## src/rtl/automatic_washing_machine.sv

```systemverilog
// Washing machine program sequencer: door check, fill, dose, wash, drain, rinse, spin.
// Moore outputs are registered alongside the state so no input reaches an actuator combinationally.
module automatic_washing_machine (
  input  logic Clock,
  input  logic Reset,
  input  logic Start,
  input  logic Door_Close,
  input  logic Filled,
  input  logic Drained,
  input  logic Detergent_Added,
  input  logic Cycle_Timeout,
  input  logic Spin_Timeout,
  output logic Motor_on,
  output logic Fill_valve_on,
  output logic Drained_valve_on,
  output logic Door_Lock,
  output logic Done
);

  localparam int unsigned ACT_W = 5;

  typedef enum logic [2:0] {
    CHECK_DOOR    = 3'd0,
    FILL_WATER    = 3'd1,
    ADD_DETERGENT = 3'd2,
    CYCLE         = 3'd3,
    DRAIN_WATER   = 3'd4,
    SPIN          = 3'd5,
    DONE          = 3'd6
  } state_t;

  state_t             state, state_nxt;
  logic               rinse, rinse_nxt;
  logic [ACT_W-1:0]   act_nxt;

  // State, rinse flag and decoded actuator registers
  always_ff @(posedge Clock or negedge Reset) begin
    if (!Reset) begin
      state            <= CHECK_DOOR;
      rinse            <= 1'b0;
      Motor_on         <= 1'b0;
      Fill_valve_on    <= 1'b0;
      Drained_valve_on <= 1'b0;
      Door_Lock        <= 1'b0;
      Done             <= 1'b0;
    end else begin
      state <= state_nxt;
      rinse <= rinse_nxt;
      {Motor_on, Fill_valve_on, Drained_valve_on, Door_Lock, Done} <= act_nxt;
    end
  end

  // Next-state logic; only the current state's advance condition is looked at
  always_comb begin
    state_nxt = state;
    rinse_nxt = rinse;
    case (state)
      CHECK_DOOR: begin
        if (Start && Door_Close) begin
          state_nxt = FILL_WATER;
          rinse_nxt = 1'b0;
        end
      end
      FILL_WATER: begin
        if (Filled) state_nxt = rinse ? CYCLE : ADD_DETERGENT;
      end
      ADD_DETERGENT: begin
        if (Detergent_Added) state_nxt = CYCLE;
      end
      CYCLE: begin
        if (Cycle_Timeout) state_nxt = DRAIN_WATER;
      end
      DRAIN_WATER: begin
        if (Drained) begin
          if (rinse) begin
            state_nxt = SPIN;
          end else begin
            state_nxt = FILL_WATER;
            rinse_nxt = 1'b1;
          end
        end
      end
      SPIN: begin
        if (Spin_Timeout) state_nxt = DONE;
      end
      DONE: begin
        if (!Start) state_nxt = CHECK_DOOR;
      end
      default: state_nxt = CHECK_DOOR;
    endcase
  end

  // Actuator decode of the upcoming state: {motor, fill, drain, lock, done}
  always_comb begin
    act_nxt = ACT_W'(0);
    case (state_nxt)
      FILL_WATER:    act_nxt = 5'b01010;
      ADD_DETERGENT: act_nxt = 5'b00010;
      CYCLE:         act_nxt = 5'b10010;
      DRAIN_WATER:   act_nxt = 5'b00110;
      SPIN:          act_nxt = 5'b10110;
      DONE:          act_nxt = 5'b00001;
      default:       act_nxt = ACT_W'(0);
    endcase
  end

endmodule

```

## config.mk

```make
export PLATFORM = sky130hd
export DESIGN_NAME = automatic_washing_machine
export DESIGN_NICKNAME = d
export VERILOG_FILES = /design/src/rtl/automatic_washing_machine.sv
export SDC_FILE = /design/constraint.sdc
export NUM_CORES = 1
export LEC_CHECK = 0
export BUFFER_PORTS_ARGS = -buffer_cell sky130_fd_sc_hd__buf_4
export CORE_AREA = 4 4 41 43
export CTS_CLUSTER_DIAMETER = 200
export DETAILED_ROUTE_END_ITERATION = 16
export DIE_AREA = 0 0 45 47
export HOLD_SLACK_MARGIN = 0.12
export REMOVE_ABC_BUFFERS = 1
export SYNTH_ARGS = -nofsm -noshare
export SYNTH_HDL_FRONTEND = slang
export SYNTH_SLANG_ARGS = --single-unit
export TNS_END_PERCENT = 50
```

## constraint.sdc

```tcl
create_clock -name Clock -period 3.1 [get_ports Clock]
set_input_delay 0.31 -clock Clock [delete_from_list [all_inputs] [get_ports Clock]]
set_output_delay 0.31 -clock Clock [all_outputs]
set_load 0.05 [all_outputs]
```

## After elaboration in Yosys (flattened, before gate mapping)

Index checks and enable logic that the tools add are counted.

- Output and inout bits: 5
- Register bits after elaboration: 9
- Word-level logic and storage cells: 39
- Bits of input ports: 9

- Reduce and logical (&&, ||, !) cells: 4
- Equality and inequality tests: 14
- Mux-type cells: 14

Operator list:

| operator | number |
|---|---|
| $pmux W5 S6 | 1 |
| $mux W3 | 8 |
| $pmux W3 S7 | 1 |
| $eq A3 B3 Y1 const B | 6 |
| $eq A3 B2 Y1 const B | 4 |
| $eq A3 B1 Y1 const B | 2 |
| $ne A2 B2 Y1 const B | 2 |
| $logic_not A3 Y1 | 1 |
| $mux W1 | 3 |
| $reduce_and A3 Y1 | 1 |
| $pmux W1 S2 | 1 |
| $reduce_bool A2 Y1 | 1 |
| $logic_and A1 B1 Y1 | 1 |

## Longest topological paths before layout

- Depth after elaboration: 5
- Gate-level depth with buffers: 5
- Depth with buffers taken out: 4

## Worst setup path after synthesis

No wires, ideal clock.

- Path type: reg-to-reg
- Start point: reg state[1]
- End point: reg Door_Lock
- Arrival: 1.098 ns
- Slack: 1.870 ns
- Setup time: 0.132 ns
- Path buffers: 1
- Period minus slack after synthesis: 1.230 ns
- Data required time: 2.968 ns
- Stages on the path, launching flop included: 6
- Cells stage by stage: dfrtp_1 buf_6 nor3b_1 nor3b_1 nor3_2 a21oi_2

- Word-level cells in the longest chain between the ends: 4
- Elaborated cells between the ends (all ways): 22
- Classes of those cells: eq/ne (12); mux (9); reduce/logical (1)

Ends and longest elaborated chain:

| item | line | RTL |
|---|---|---|
| from (decl) | 32 | `state_t state, state_nxt;` |
| from (signal assigned) | 47 | `state <= state_nxt;` |
| $eq A3 B3 Y1, or another cell as far along | 57 | `case (state)` |
| $pmux W3 S7 * | 57 |  |
| $eq A3 B3 Y1, or another cell as far along | 96 | `case (state_nxt)` |
| $pmux W5 S6 * | 96 |  |
| named net act_nxt[1] | 34 | `logic [ACT_W-1:0] act_nxt;` |
| to (signal assigned) | 49 | `{Motor_on, Fill_valve_on, Drained_valve_on, Door_Lock, Done} <= act_nxt;` |
| to (decl) | 16 | `output logic Door_Lock,` |

The timed path passes the listed nets; every way through them passes the cells marked *.
A chain may end at the register's enable or synchronous reset.

## Final worst setup path

Same ends and word-level chain as after synthesis.

==> run metrics <==
outcome=complete, no violations; FMAX=0.7254 GHz; starting density of the core=38.37%; crit-path leading delay family=simple AND/OR/NAND/NOR gates; Seq pwr share=35.5%; detailed-route via count=380; Fin. Hold Viols=0; worst-path cell chain=nand2_1 > nor3b_1 > nor3_2 > a21oi_2; flop2flop setup slack=1.72 ns; Critical Path AT=1.51 ns; Tcrit/Tclk final=44.47%; row count=13; reg2reg path depth=4; Post-synth top cells=9 x dfrtp_1, 6 x nand2b_1, 4 x nand2_1; share of layout cells above drive strength 1=40.00%; Primary FF master, synth=dfrtp_1; final setup TNS=0 ns; CTS Buf Count=3; Resize count post-CTS=0; vias in the first global route=363; area grow syn2layout=26.07%; ys async rst share=100.0%; HP Class=in -> reg; Syn. warnings=0; GPL Wtd Cong=0.7714; largest area contributor in the netlist=dfrtp_1; Hold Path End=rinse; n_diodes=0; crit-path max cell delay=0.52 ns; Slew headroom=77.43%; wire per inst=12.76 um; initial antenna violation count=0; post-synthesis register bit count=9; min-delay src=Door_Close; final max-slew violation count=0; synth unique cells=20; WHS=0.3750 ns; reg2reg end=Door_Lock; clk buf depth=2; GRT overflow=0; CP Capture Type=flop; Synth top area share=45.11%; Final setup viols=0; Tot GR Track Use=10.39%; Switch Pwr=274.4 uW; first-pass GRT wire length=1580 um; core area=0.001301 sq mm; Remaining DRCs=0; switching share of power=44.47%; Die Y=47 um; P_leak=0.0002821 uW; hold-critical path depth=4; max-cap violations=0; CP bufs+invs=0; PD cells=980.6 mW/mm^2; Pint=342.7 uW; Die X=45 um; Routed Antenna Nets=0; DR pass1 iterations=4; CTS sink count=9; post-synthesis sequential area ratio=45.11%; worst-path fanout max=12; IO Pins=14; post-layout util=48.37%; mean post-synth cell area=11.35 sq um; Layout Skew=0.003005 ns; Slew @ Worst Pin=0.3385 ns; power share of the combinational group=50.5%; power share of the clock group=14.1%; slowest CP cell=dfrtp_1; CP required=3.23 ns; root buf cell=clkbuf_4; NumNets Final=70; worst vdd ir=0.0004639 V; Routed WL=957 um; Mapped Area=499.2 sq um; clk_lat worst skew=0.25 ns; Port Buffers=13; initial DRC count=7; DP Worst Slack=1.720 ns; post-detail-place hpwl=771.7 um; CTS tree=built; Post-CTS Setup Bufs=0; die area=0.002115 sq mm; largest net degree at the start of global routing=13; CP Class=reg -> reg; vias per cell=5.067; H-tree levels=1; R2R Path Start=state[1]; unrepaired setup endpoints after global routing=no; clk slew on worst S/H paths=0.06 ns; CP Launch Type=flop; Post-synth EDFFs=0; Gate Count Post-Synth=44; count leader, synth=dfrtp_1; Tot Pwr=617.2 uW; Final min period=1.379 ns; final worst setup slack=1.722 ns; synth top area cells=dfrtp_1 45%, nand2b_1 7.5%, o221ai_4 5.3%
==> final cells by class <==
cell class | instances | area (sq um)
multi-input cells | 31 | 244.0
fillers | 133 | 671.9
well taps | 15 | 18.77
clock buffers | 4 | 26.28
repair buffers | 14 | 107.6
inverters | 2 | 7.507
flip-flops and latches | 9 | 225.2
==> per-stage QoR <==
stage                     instances  area (sq um)
after detailed placement         70         593.1
after floorplan                  42         476.7
after global placement           70         593.1
final                            75         629.4
after CTS                        75         629.4
after global routing             75         629.4
==> power by group through the flow <==
stage               clock network (uW)  registers, uW  logic [uW]
finish                            86.9            219         311
global route                      95.7            228         337
CTS                               90.7            219         315
detailed placement                   0            221         313
global placement                     0            222         313
floorplan                            0            280         174
==> what timing repair did <==
| action | in CTS | in global routing |
|---|---|---|
| hold buffers | 1 | 0 |
| setup endpoints to repair | 0 | 0 |
| endpoints found under the hold margin | 9 | 0 |
==> registers in the layout (all words and copies together) (netlist names) <==
register and flops:
rinse 1, Drained_valve_on 1, state 3, Door_Lock 1
Fill_valve_on 1, Motor_on 1, Done 1
==> worst max-delay path by stage <==
| stage | slack [ns] | start | to | cells after the start |
|---|---|---|---|---|
| final | 1.72 | state[1] | Door_Lock | 4 |
| after global routing | 1.59 | state[1] | Door_Lock | 4 |
| after CTS | 1.71 | state[1] | Door_Lock | 4 |
| after detailed placement | 1.72 | state[1] | Door_Lock | 4 |
| after global placement | 1.72 | state[1] | Door_Lock | 4 |
| after floorplan | 1.86 | state[1] | Door_Lock | 4 |
==> kinds of logic (layout without fill, tap and decap cells) <==
| group | Yosys count | after routing | synth area share (%) |
|---|---|---|---|
| AO/OA/AOI/OAI | 10 | 10 | 19.05 |
| buffers and inverters | 4 | 20 | 6.015 |
| AND/OR/NAND/NOR | 21 | 21 | 29.82 |
| flip-flops | 9 | 9 | 45.11 |
==> layer usage <==
layer | up-vias | wire, um | track usage (%)
li1 | 186 | - | -
met1 | 185 | 435 | 13.88
met2 | 9 | 457 | 16.38
met3 | 0 | 64 | 1.533
met4 | 0 | 0 | 5.263
met5 | - | 0 | 0
==> layout by cell type (no fill, tap or decap), types with 3 or more instances in the layout <==
master	synthesis	routed
buf_4	0	13
clkbuf_4	0	3
dfrtp_1	9	9
nand2_1	4	4
nand2b_1	6	6
nand3b_1	3	3
==> worst reg2reg max path: cells and delay by family, from the launching register on <==
kind | cells | cell delay, ns
and+or+nand+nor | 3 | 0.65
DFF | 1 | 0.52
AOI/OAI and AO/OA | 1 | 0.09
Power figures use the tool's default switching activity.
